### src/rtl/hilo_ctrl.sv
// hilo_ctrl: owns architectural HI/LO, launches the Booth multiplier and
// commits its product, services MFHI/MFLO/MTHI/MTLO, stalls the CPU while busy.
// Optional feature macro: HILO_MADD_EN (op 110 = MADD, 64-bit accumulate into {hi,lo}).
// Without it op 110 is a NOP.
module hilo_ctrl #(
  parameter int TIMEOUT = 64
) (
  input  logic        clk,
  input  logic        rst,
  input  logic        op_valid,
  input  logic [2:0]  op_code,
  input  logic [31:0] rs_data,
  input  logic [31:0] rt_data,
  input  logic        mul_end,
  input  logic [31:0] mul_hi,
  input  logic [31:0] mul_lo,
  output logic        mul_start,
  output logic [31:0] mul_a,
  output logic [31:0] mul_b,
  output logic [31:0] rd_data,
  output logic [31:0] hi,
  output logic [31:0] lo,
  output logic        stall,
  output logic        busy,
  output logic        timeout_err
);

  localparam int CW = $clog2(TIMEOUT + 1);

  localparam logic [2:0] OP_MULT = 3'b001;
  localparam logic [2:0] OP_MFHI = 3'b010;
  localparam logic [2:0] OP_MFLO = 3'b011;
  localparam logic [2:0] OP_MTHI = 3'b100;
  localparam logic [2:0] OP_MTLO = 3'b101;
`ifdef HILO_MADD_EN
  localparam logic [2:0] OP_MADD = 3'b110;
`endif

  typedef enum logic [1:0] {S_IDLE, S_START, S_WAIT} state_t;

  state_t        state_q, state_d;
  logic [31:0]   hi_q, hi_d, lo_q, lo_d;
  logic [31:0]   mul_a_q, mul_a_d, mul_b_q, mul_b_d;
  logic [CW-1:0] cnt_q, cnt_d;
  logic          terr_q, terr_d;
  logic          accept;
`ifdef HILO_MADD_EN
  logic          acc_q, acc_d;
  logic [63:0]   acc_sum;
`endif

  assign accept = op_valid && (state_q == S_IDLE);
`ifdef HILO_MADD_EN
  // Accumulated product; carry out of bit 63 is dropped (wraps).
  assign acc_sum = {hi_q, lo_q} + {mul_hi, mul_lo};
`endif

  // Next-state and register update logic for the IDLE -> START -> WAIT sequence
  always_comb begin
    state_d = state_q;
    hi_d    = hi_q;
    lo_d    = lo_q;
    mul_a_d = mul_a_q;
    mul_b_d = mul_b_q;
    cnt_d   = cnt_q;
    terr_d  = terr_q;
`ifdef HILO_MADD_EN
    acc_d   = acc_q;
`endif
    case (state_q)
      S_IDLE: begin
        if (accept) begin
          case (op_code)
            OP_MULT: begin
              mul_a_d = rs_data;
              mul_b_d = rt_data;
              state_d = S_START;
`ifdef HILO_MADD_EN
              acc_d   = 1'b0;
`endif
            end
`ifdef HILO_MADD_EN
            OP_MADD: begin
              mul_a_d = rs_data;
              mul_b_d = rt_data;
              acc_d   = 1'b1;
              state_d = S_START;
            end
`endif
            OP_MTHI: hi_d = rs_data;
            OP_MTLO: lo_d = rs_data;
            default: ;
          endcase
        end
      end
      // mul_start is high only here, so a stale mul_end from the previous
      // product is cleared by the multiplier before WAIT ever samples it.
      S_START: begin
        cnt_d   = '0;
        state_d = S_WAIT;
      end
      S_WAIT: begin
        if (mul_end) begin
`ifdef HILO_MADD_EN
          if (acc_q) begin
            hi_d = acc_sum[63:32];
            lo_d = acc_sum[31:0];
          end else begin
            hi_d = mul_hi;
            lo_d = mul_lo;
          end
`else
          hi_d = mul_hi;
          lo_d = mul_lo;
`endif
          state_d = S_IDLE;
        end else if (cnt_q == CW'(TIMEOUT - 1)) begin
          terr_d  = 1'b1;
          state_d = S_IDLE;
        end else begin
          cnt_d = cnt_q + 1'b1;
        end
      end
      default: state_d = S_IDLE;
    endcase
  end

  // State and architectural registers, synchronous active-high reset
  always_ff @(posedge clk) begin
    if (rst) begin
      state_q <= S_IDLE;
      hi_q    <= '0;
      lo_q    <= '0;
      mul_a_q <= '0;
      mul_b_q <= '0;
      cnt_q   <= '0;
      terr_q  <= 1'b0;
`ifdef HILO_MADD_EN
      acc_q   <= 1'b0;
`endif
    end else begin
      state_q <= state_d;
      hi_q    <= hi_d;
      lo_q    <= lo_d;
      mul_a_q <= mul_a_d;
      mul_b_q <= mul_b_d;
      cnt_q   <= cnt_d;
      terr_q  <= terr_d;
`ifdef HILO_MADD_EN
      acc_q   <= acc_d;
`endif
    end
  end

  // Read port for MFHI/MFLO; only meaningful when the op is not stalled
  always_comb begin
    rd_data = '0;
    if (op_valid && op_code == OP_MFHI) rd_data = hi_q;
    if (op_valid && op_code == OP_MFLO) rd_data = lo_q;
  end

  assign mul_start   = (state_q == S_START);
  assign busy        = (state_q != S_IDLE);
  assign stall       = op_valid && busy;
  assign mul_a       = mul_a_q;
  assign mul_b       = mul_b_q;
  assign hi          = hi_q;
  assign lo          = lo_q;
  assign timeout_err = terr_q;

endmodule

### config.mk
export PLATFORM = sky130hd
export DESIGN_NAME = hilo_ctrl
export DESIGN_NICKNAME = d
export VERILOG_FILES = /design/src/rtl/hilo_ctrl.sv
export SDC_FILE = /design/constraint.sdc
export NUM_CORES = 1
export LEC_CHECK = 0
export ABC_CLOCK_PERIOD_IN_PS = 1800
export BUFFER_PORTS_ARGS = -buffer_cell sky130_fd_sc_hd__buf_2
export CAP_MARGIN = 20
export CORE_MARGIN = 2
export CORE_UTILIZATION = 46
export DETAILED_ROUTE_END_ITERATION = 8
export HOLD_SLACK_MARGIN = 0.08
export PLACE_DENSITY = 0.85
export REMOVE_ABC_BUFFERS = 1
export SYNTH_ARGS = -nofsm -noshare
export SYNTH_HDL_FRONTEND = slang
export SYNTH_SLANG_ARGS = --single-unit
export TNS_END_PERCENT = 50
### constraint.sdc
create_clock -name clk -period 1.8 [get_ports clk]
set_input_delay 0.09 -clock clk [delete_from_list [all_inputs] [get_ports clk]]
set_output_delay 0.09 -clock clk [all_outputs]
set_load 0.02 [all_outputs]
==> metrics.md, run 1 <==
| Metric | Value |
|---|---|
| Status | `complete, no violations` |
| Most frequent cell after synthesis | `dfxtp_1` |
| Input/output buffers | `298` |
| Max H-tree Level | `4` |
| Register Area | `2770 um2` |
| Io pins | `299` |
| DR iter-0 viols | `569` |
| Area delta synth->final | `47.7%` |
| First-pass GRT wire length | `32800 um` |
| Sequential area share after synthesis | `0.448` |
| Worst hold path type | `in -> reg` |
| Worst skew pair latency | `410 ps` |
| Critical path class | `reg -> out` |
| GP Congestion | `0.855` |
| Die area | `14400 um2` |
| Largest net degree at the start of global routing | `76` |
| Rel. slew slack | `0.616` |
| Multi-input logic area | `3030 um2` |
| Clock transition at path regs | `60 ps` |
| P per Cell Area | `840 nW/um2` |
| Die width | `120 um` |
| Vias | `7038` |
| Initial antenna violation count | `1` |
| Routed WL per cell | `16.6 um` |
| VDD IR max | `530 uV` |
| Synth area leaders | `dfxtp_1, a21oi_1, nand2_1` |
| WP data required | `1710 ps` |
| Syn_area_per_cell | `8.19 um2` |
| Synth async-reset ratio | `0` |
| Post-DP HPWL | `13800 um` |
| Number of global-route vias before repair | `6715` |
| R2R setup slack | `100 ps` |
| Crit path time final | `1720 ps` |
| Slew @ Worst Pin | `576 ps` |
| Final hold vios | `0` |
| Max Fclk | `0.583 GHz` |
| Core Footprint | `13200 um2` |
| Peak fanout along the critical path | `54` |
| Number of synthesized flops with an enable pin | `0` |
| CP arrival | `1630 ps` |
| Fin nets | `1217` |
| Top FF cell, synth | `dfxtp_1` |
| CTS sink count | `138` |
| Final setup viols | `0` |
| Synth Instances | `753` |
| Placed cell areas | `7810 um2` |
| Hold path cells | `4` |
| 1st-pass router iterations | `5` |
| Finished Cell Area | `9110 um2` |
| Clk buf depth | `2` |
| Max Clock Skew | `6.66 ps` |
| Initial Utilization | `0.468` |
| CTS Root Cell | `clkbuf_16` |
| Row cnt | `42` |
| Worst reg2reg path depth | `5` |
| Post-synthesis cell area | `6170 um2` |
| Leak Pwr | `4.08 nW` |
| Most frequent cells after synthesis | `dfxtp_1, a21oi_1, nand2_1` |
| Antenna viol nets, final | `0` |
| CTS tree | `yes` |
| Unrepaired setup endpoints after global routing | `false` |
| Die height | `120 um` |
| Global Route Usage Sum | `0.285` |
| Layout fillers | `1064` |
| Post-synth cell types | `33` |
| GRT overflow | `0` |
| Syn. warnings | `0` |
| Synthesis-stage register bit count | `138` |
| Final WL | `21100 um` |
| Post-synth top area share | `0.448` |
| Leading area contributor after synthesis | `dfxtp_1` |
| Fin crit share | `0.954` |
| Share of post-route cells with drive strength above 1 | `0.333` |
| Pins Over Slew Limit | `0` |
| Setup crit start kind | `register` |
| TNS Setup | `0 ps` |
| Routed vias/inst | `5.54` |
| Num CTS Buffers | `17` |
| Drt drc | `0` |
| MaxCap Viol Count | `0` |
| Worst Setup End Kind | `primary output` |
[final cells by class]
| type | instances | area share |
|---|---|---|
| diodes | 1 | 0.000275 |
| clock buffers | 26 | 0.0570 |
| clock inverters | 6 | 0.0118 |
| inverters | 5 | 0.00206 |
| multi-input cells | 533 | 0.332 |
| flip-flops and latches | 138 | 0.304 |
| well taps | 176 | 0.0242 |
| repair buffers | 386 | 0.269 |
[stage by stage]
stage / setup slack (ps) / utilization / cells / power (mW) / hold WS (ps)
floorplan: -2290 / - / 676 / 3.52 / 159
global placement: 171 / 0.592 / 1173 / 3.92 / 329
detailed placement: 71.0 / 0.592 / 1173 / 3.93 / 336
CTS: 32.8 / 0.689 / 1270 / 7.69 / 127
global route: 8.98 / 0.690 / 1270 / 7.90 / 159
finish: 83.3 / 0.691 / 1271 / 7.65 / 145
[cell families after synthesis]
logic type,synth area share
xor gates and xnor gates,0.00142
adders and majority gates,0.00203
DFF,0.448
AOI/OAI and AO/OA,0.303
buffers and inverters,0.0675
and+or+nand+nor,0.178
[state kept, by name (all words and copies together), names as in the netlist]
| register | flops |
|---|---|
| mul_b | 32 |
| lo | 32 |
| hi | 32 |
| timeout_err | 1 |
| state_q | 2 |
| mul_a | 32 |
| cnt_q | 7 |
[metal layers]
metal / vias up / global-route usage / share of wire
met5: - / 0 / 0
met4: 0 / 0.124 / 0.025
met3: 42 / 0.0751 / 0.084
met2: 361 / 0.507 / 0.50
met1: 3256 / 0.320 / 0.39
li1: 3379 / - / -
[report_power, final]
part	leakage [nW]	total [mW]	switching [mW]	internal, mW
combinational	2.65	0.822	0.441	0.381
clock	0.307	3.65	1.25	2.40
sequential	1.12	3.17	0.0492	3.12
total	4.08	7.65	1.74	5.90
[worst paths after layout]
path	from	to
max reg2reg	state_q[1]	cnt_q[5]
min reg2reg	mul_a[8]	mul_a[8]
max	state_q[0]	stall
min	mul_lo[11]	lo[11]
[worst max-delay path, cell delays in order, from the launching register on]
cell and delay, ps:
dfxtp_4 380, buf_6 200, or2_2 320, and2_1 160, buf_2 150
[layout by cell type (no fill, tap or decap), types with 2 or more instances in the layout]
cell	instances
a21oi_1	133
a22o_1	32
a22oi_1	64
a31oi_1	2
a32oi_4	2
buf_12	10
buf_2	297
buf_4	13
bufinv_16	3
clkbuf_1	3
clkbuf_16	17
clkbuf_8	6
clkinv_2	2
dfxtp_1	136
dlygate4sd3_1	65
inv_1	5
nand2_1	132
nand2b_1	3
nand3_1	8
nor2_1	4
nor3b_4	2
nor4_1	2
o21ai_0	65
or3_1	66
[timing repair]
item / in CTS / in global routing
resized for setup: 1 / 2
buffers inserted: 0 / 0
endpoints found under the hold margin: 72 / 0
hold buffers: 65 / 0
endpoints found under the setup margin: 1 / 63
Power figures use the tool's default switching activity.
==> run 2, diff against run 1 <==
--- a/config.mk
+++ b/config.mk
@@ -5,14 +5,15 @@
 export SDC_FILE = /design/constraint.sdc
 export NUM_CORES = 1
 export LEC_CHECK = 0
+export ABC_AREA = 1
 export ABC_CLOCK_PERIOD_IN_PS = 1800
 export BUFFER_PORTS_ARGS = -buffer_cell sky130_fd_sc_hd__buf_2
 export CAP_MARGIN = 20
 export CORE_MARGIN = 2
-export CORE_UTILIZATION = 46
+export CORE_UTILIZATION = 47
 export DETAILED_ROUTE_END_ITERATION = 8
 export HOLD_SLACK_MARGIN = 0.08
-export PLACE_DENSITY = 0.85
+export PLACE_DENSITY = 0.86
 export REMOVE_ABC_BUFFERS = 1
 export SYNTH_ARGS = -nofsm -noshare
 export SYNTH_HDL_FRONTEND = slang
==> run 2 against run 1 <==
  * Die area down 1.3%
  * Critical path depth up 2
  * Highest routed layer unchanged
  * Final cell count is 20% higher
  * Register-to-register slack gained 90 ps
  * Clock-buffer cell count fell by 1
  * Hold slack worse by 29 ps
  * Sequential cell count is the same
  * Critical path type is now reg -> reg
  * Utilization grew 4.6 points
==> metrics.md, run 2 <==
| Metric | Value |
|---|---|
| WP data required | `2120 ps (+410 ps)` |
| Peak fanout along the critical path | `36 (-33%)` |
| Final hold vios | `0 (unchanged)` |
| Worst hold path type | `in -> reg` |
| Syn_area_per_cell | `6.72 um2 (-18%)` |
| Vias | `8068 (+15%)` |
| Die width | `119 um (-0.65%)` |
| Fin crit share | `0.895 (-0.0588)` |
| Setup crit start kind | `register` |
| Syn. warnings | `0 (unchanged)` |
| Synthesis-stage register bit count | `138 (unchanged)` |
| Leading area contributor after synthesis | `dfxtp_1` |
| DR iter-0 viols | `1009 (+77%)` |
| Max Fclk | `0.621 GHz (+6.6%)` |
| First-pass GRT wire length | `38400 um (+17%)` |
| Switching share of power | `0.256 (+0.0286)` |
| Rel. slew slack | `0.479 (-0.137)` |
| Antenna viol nets, final | `0 (unchanged)` |
| Area delta synth->final | `54.9%` |
| Number of synthesized flops with an enable pin | `0 (unchanged)` |
| Slew @ Worst Pin | `781 ps (+205 ps)` |
| Initial antenna violation count | `1 (unchanged)` |
| Synth area leaders | `dfxtp_1, nand2_1, nor2_1` |
| Critical path class | `reg -> reg` |
| Final setup viols | `0 (unchanged)` |
| GRT overflow | `0 (unchanged)` |
| Layout fillers | `914 (-14%)` |
| Synth Instances | `926 (+23%)` |
| Placed cell areas | `7800 um2 (-0.14%)` |
| Max Clock Skew | `4.43 ps (-2.23 ps)` |
| P per Cell Area | `795 nW/um2 (-5.3%)` |
| Routed WL per cell | `16.2 um (-2.6%)` |
| Status | `complete, no violations` |
| Global Route Usage Sum | `0.337 (+0.0518)` |
| Part of the power in registers | `0.421 (+0.006)` |
| Clk network pwr share | `0.430 (-0.047)` |
| Drt drc | `0 (unchanged)` |
| Post-synth top area share | `0.444 (-0.00360)` |
| Finished Cell Area | `9640 um2 (+5.8%)` |
| Most frequent cells after synthesis | `nand2_1, dfxtp_1, nor2_1` |
| Io pins | `299 (unchanged)` |
| Hold path endpoint | `lo[15]` |
| Worst reg2reg path depth | `6 (+1)` |
| Input/output buffers | `298 (unchanged)` |
| Most frequent cell after synthesis | `nand2_1` |
| 1st-pass router iterations | `5 (unchanged)` |
| Post-synthesis cell area | `6220 um2 (+0.81%)` |
| Core Footprint | `13100 um2 (-0.80%)` |
| Largest net degree at the start of global routing | `72 (-5.3%)` |
| Hold path cells | `5 (+1)` |
| Clock transition at path regs | `60 ps (about the same)` |
| Routed vias/inst | `5.31 (-4.1%)` |
| NetSw | `1.97 mW (+13%)` |
| Post-synth cell types | `24 (-27%)` |
| Combinational power share | `0.149 (+0.041)` |
| Share of post-route cells with drive strength above 1 | `0.267 (-0.0658)` |
| Most frequent cells in the layout | `buf_2, nand2_1, nor2_1, dfxtp_1, dlygate4sd3_1` |
| VDD IR max | `561 uV (+5.9%)` |
| Num CTS Buffers | `17 (unchanged)` |
| Commonest non-fill, non-tap cell in the layout | `buf_2` |
| CP arrival | `1930 ps (+300 ps)` |
| Row cnt | `42 (unchanged)` |
| GP Congestion | `0.831 (-2.8%)` |
| Leak Pwr | `4.50 nW (+10%)` |
| Clk buf depth | `2 (unchanged)` |
| CTS Root Cell | `clkbuf_16` |
| Worst r2r dst | `hi[2]` |
| Number of global-route vias before repair | `7857 (+17%)` |
| Hold_sp | `mul_lo[15]` |
| Final WL | `24600 um (+16%)` |
| RR Startpoint | `state_q[1]` |
| Worst skew pair latency | `400 ps (about the same)` |
| Initial Utilization | `0.475 (+0.00758)` |
| CTS-repair resized insts | `0 (-1)` |
| Synth async-reset ratio | `0 (unchanged)` |
| Max H-tree Level | `4 (unchanged)` |
| Pint | `5.70 mW (-3.5%)` |
| Die height | `119 um (-0.65%)` |
| Placed cell count | `1358 (+16%)` |
| R2R setup slack | `190 ps (+90 ps)` |
| Crit path time final | `1610 ps (-106 ps)` |
| Worst Setup End Kind | `register` |
| Post-DP HPWL | `14100 um (+1.8%)` |
| Non-Filler Instances | `1519 (+20%)` |
| Die area | `14200 um2 (-1.3%)` |
| Unrepaired setup endpoints after global routing | `false` |
| Pins Over Slew Limit | `0 (unchanged)` |
| Sequential area share after synthesis | `0.444 (-0.00360)` |
| Fin nets | `1464 (+20%)` |
| MaxCap Viol Count | `0 (unchanged)` |
| CTS tree | `yes` |
| CTS sink count | `138 (unchanged)` |
| Top FF cell, synth | `dfxtp_1` |
## run 2: cell count changes after synthesis, sizes merged, moves of 18 or more
cell    before  now
nand3        9   75
clkbuf      49   31
a22oi       64    0
or3         66    0
a21oi      133   71
a22o        32    0
inv          5   79
nor2         5  141
nand2      132  252
o22ai        0   32
## run 2: area by class of cell
type	count	area [um2]	share of cell area
repair buffers	446	2950	0.306
well taps	176	220	0.0229
clock buffers	25	495	0.0514
diodes	2	5.00	0.000519
multi-input cells	646	2850	0.295
flip-flops and latches	138	2760	0.287
inverters	79	297	0.0308
clock inverters	7	65.1	0.00675
## run 2: power by group through the flow
stage / registers [mW] / logic [mW] / clock network, mW
final: 3.22 / 1.14 / 3.30
after global routing: 3.23 / 1.22 / 3.49
after CTS: 3.22 / 1.09 / 3.35
after detailed placement: 3.28 / 0.871 / 0
after global placement: 3.28 / 0.861 / 0
after floorplan: 3.39 / 0.335 / 0
## run 2: how the worst max path moves through the flow
stage,startpoint,to,depth (start not counted)
6_report,state_q[1],hi[2],6
5_1_grt,cnt_q[0],cnt_q[3],8
4_1_cts,state_q[0],hi[2],6
3_5_place_dp,cnt_q[0],cnt_q[2],8
3_3_place_gp,state_q[1],lo[22],6
2_1_floorplan,state_q[1],hi[0],7
## run 2: cell families (layout without fill, tap and decap cells)
family | Yosys count | after routing | synth area share
buf+inv | 142 | 557 | 0.102
fa+ha+maj | 1 | 1 | 0.00201
flops | 138 | 138 | 0.444
simple gates | 474 | 474 | 0.306
other cells | 0 | 2 | 0
compound gates | 171 | 171 | 0.145
## run 2: routing by layer
layer / vias up / wire length [um] / track usage
li1: 3764 / - / -
met1: 3602 / 8930 / 0.379
met2: 574 / 11900 / 0.578
met3: 128 / 2550 / 0.0766
met4: 0 / 1200 / 0.207
met5: - / 0 / 0
## run 2: metrics by stage
step	power, mW	setup slack [ps]	utilization	hold slack, ps	TNS, ps
CTS	7.66	216	0.736	83.0	0
finish	7.66	189	0.736	116	0
global route	7.95	25.6	0.736	133	0
detailed placement	4.15	257	0.596	333	0
global placement	4.14	309	0.596	327	0
floorplan	3.73	-1990	-	159	-195830
## run 2: what timing repair did
action / 4_1_cts / 5_1_grt
hold buffers: 127 / 0
setup buffers: 0 / 0
endpoints found under the hold margin: 130 / 0
## run 2: worst max-delay path, cell delays in order, from the launching register on
cell	delay [ps]
dfxtp_1	350
nor2_4	200
inv_2	70
o21ai_4	150
buf_4	380
nand3_1	140
a21oi_1	210
==> run 3, diff against run 2 <==
--- a/config.mk
+++ b/config.mk
@@ -6,14 +6,16 @@
 export NUM_CORES = 1
 export LEC_CHECK = 0
 export ABC_AREA = 1
-export ABC_CLOCK_PERIOD_IN_PS = 1800
+export ABC_CLOCK_PERIOD_IN_PS = 1550
 export BUFFER_PORTS_ARGS = -buffer_cell sky130_fd_sc_hd__buf_2
 export CAP_MARGIN = 20
+export CELL_PAD_IN_SITES_DETAIL_PLACEMENT = 1
+export CELL_PAD_IN_SITES_GLOBAL_PLACEMENT = 1
 export CORE_MARGIN = 2
-export CORE_UTILIZATION = 47
+export CORE_UTILIZATION = 31
 export DETAILED_ROUTE_END_ITERATION = 8
 export HOLD_SLACK_MARGIN = 0.08
-export PLACE_DENSITY = 0.86
+export PLACE_DENSITY = 0.85
 export REMOVE_ABC_BUFFERS = 1
 export SYNTH_ARGS = -nofsm -noshare
 export SYNTH_HDL_FRONTEND = slang
==> constraint.sdc (replaced) <==
create_clock -name clk -period 1.55 [get_ports clk]
set_input_delay 0.0775 -clock clk [delete_from_list [all_inputs] [get_ports clk]]
set_output_delay 0.0775 -clock clk [all_outputs]
set_load 0.02 [all_outputs]
==> run 3 against run 2 <==
  * Via count up 4.1%
  * Sequential share of layout area is 1.4 points lower
  * Utilization fell by 22 points
  * Design area grew 5.2%
  * Clock-buffer cell count shrank 6
  * Largest cell class unchanged
==> metrics.md, run 3 (synthesized netlist as in run 2, its figures left out) <==
| Metric | Value |
|---|---|
| Die width | `146 um (+22%)` |
| Final setup viols | `0 (unchanged)` |
| Routed vias/inst | `5.16 (-2.9%)` |
| Vias | `8396 (+4.1%)` |
| Global Route Usage Sum | `0.288 (-0.0489)` |
| Largest net degree at the start of global routing | `72 (unchanged)` |
| Final Power | `9.58 mW (+25%)` |
| GR peak layer | `met2` |
| Crit path time final | `1500 ps (-111 ps)` |
| Die height | `146 um (+22%)` |
| Routed WL per cell | `19.6 um (+21%)` |
| Setup crit start kind | `register` |
| 1st-pass router iterations | `5 (unchanged)` |
| Hold_sp | `op_code[1]` |
| Antenna viol nets, final | `0 (unchanged)` |
| Initial Utilization | `0.317 (-0.158)` |
| Final WL | `31900 um (+30%)` |
| DR iter-0 viols | `510 (-49%)` |
| Worst reg2reg path depth | `7 (+1)` |
| Placed cell areas | `8090 um2 (+3.8%)` |
| Post-layout util | `0.517 (-0.219)` |
| Post-DP HPWL | `17100 um (+21%)` |
| Max Fclk | `0.667 GHz (+7.4%)` |
| Worst Setup End Kind | `register` |
| Status | `complete, no violations` |
| Share of post-route cells with drive strength above 1 | `0.283 (+0.0158)` |
| Finished Cell Area | `10100 um2 (+5.2%)` |
| Core Footprint | `19600 um2 (+50%)` |
| Input/output buffers | `298 (unchanged)` |
| Number of global-route vias before repair | `9016 (+15%)` |
| Critical path class | `reg -> reg` |
| GP Congestion | `0.811 (-2.4%)` |
| Routing usage on met1 | `0.310 (-0.0687)` |
| Most frequent cells in the layout | `buf_2, nand2_1, dfxtp_1, nor2_1, dlygate4sd3_1` |
| Max H-tree Level | `4 (unchanged)` |
| P per Cell Area | `945 nW/um2 (+19%)` |
| Clock transition at path regs | `70 ps (about the same)` |
| Commonest non-fill, non-tap cell in the layout | `buf_2` |
| Num CTS Buffers | `17 (unchanged)` |
| Fin nets | `1482 (+1.2%)` |
| Met2 Use GR | `0.520 (-0.0574)` |
| CP arrival | `1830 ps (-100 ps)` |
| Hold path endpoint | `hi[23]` |
| Worst r2r dst | `mul_a[8]` |
| CTS Root Cell | `clkbuf_16` |
| CTS sink count | `138 (unchanged)` |
| Leak Pwr | `4.66 nW (+3.7%)` |
| Max Clock Skew | `8.99 ps (+4.56 ps)` |
| GRT overflow | `0 (unchanged)` |
| VDD IR max | `726 uV (+29%)` |
| Fin crit share | `0.968 (+0.0727)` |
| Initial antenna violation count | `5 (+4)` |
| Row cnt | `51 (+21%)` |
| Hold path cells | `5 (unchanged)` |
| Io pins | `299 (unchanged)` |
| WP data required | `1880 ps (-240 ps)` |
| Area delta synth->final | `63.0%` |
| CTS tree | `yes` |
| Drt drc | `0 (unchanged)` |
| First-pass GRT wire length | `48500 um (+26%)` |
| Met3 Track Usage GR | `0.0655 (-0.0111)` |
| Clk buf depth | `2 (unchanged)` |
| R2R setup slack | `50 ps (-140 ps)` |
| Slew @ Worst Pin | `479 ps (-302 ps)` |
| Die area | `21200 um2 (+50%)` |
| Rel. slew slack | `0.681 (+0.201)` |
| Worst skew pair latency | `420 ps (+20 ps)` |
| MaxCap Viol Count | `0 (unchanged)` |
| RR Startpoint | `state_q[0]` |
| Peak fanout along the critical path | `24 (-33%)` |
| Final hold vios | `0 (unchanged)` |
| Worst hold path type | `in -> reg` |
| Pins Over Slew Limit | `0 (unchanged)` |
## run 3: changes by cell type in the layout (fill, tap and decap cells not counted), sizes merged
cell,delta
inv,+1
diode,+3
clkbuf,-5
buf,+14
dlygate4sd3,+3
clkinv,+1
bufinv,+3
## run 3: worst max-delay path, stage by stage, from the launching register on
cell     delay, ps
dfxtp_2        360
nor2_4         170
nand4_1        110
buf_4          170
inv_2          120
buf_12         190
nor2_1          70
nor2_1         210
## run 3: final cells by class
class,count,area (um2)
inverters,79,297
clock inverters,12,173
multi-input cells,646,2860
repair buffers,464,3250
diodes,5,12.5
flip-flops and latches,138,2770
well taps,265,332
fillers,2530,9450
clock buffers,19,443
## run 3: worst max path at each step
stage | startpoint | end | slack, ps | cells after the start
after global routing | cnt_q[0] | cnt_q[2] | -9 | 8
after CTS | state_q[0] | mul_a[8] | -10 | 6
after global placement | state_q[1] | mul_b[12] | 130 | 6
after detailed placement | state_q[0] | mul_a[14] | 20 | 5
final | state_q[0] | mul_a[8] | 50 | 7
after floorplan | state_q[1] | hi[0] | -2240 | 7
## run 3: metal layers
layer  vias up  share of wire
met5         -              0
met3       112          0.057
met2       416           0.52
met4         0          0.048
met1      4055           0.38
li1       3813              -
## run 3: timing repair
action,CTS,global route
pin swaps,1,2
hold buffers,130,0
setup endpoints to repair,2,134
endpoints found under the hold margin,133,0
gates resized for setup,0,18
setup buffers,0,4
gates cloned,0,2
## run 3: power by group
| part | total [mW] | leakage (nW) | switching [mW] | internal (mW) |
|---|---|---|---|---|
| registers | 3.75 | 1.12 | 0.0865 | 3.66 |
| clock network | 4.39 | 0.299 | 1.66 | 2.72 |
| logic | 1.44 | 3.24 | 0.812 | 0.632 |
| total | 9.58 | 4.66 | 2.56 | 7.01 |
## run 3: stage by stage
stage | setup slack [ps] | TNS, ps | std cells | hold slack [ps]
after global routing | -9.21 | -19.4 | 1628 | 286
after detailed placement | 21.7 | 0 | 1456 | 337
after global placement | 132 | 0 | 1456 | 322
after CTS | -11.8 | -21.2 | 1617 | 250
after floorplan | -2240 | -228600 | 863 | 147
final | 50.2 | 0 | 1628 | 272
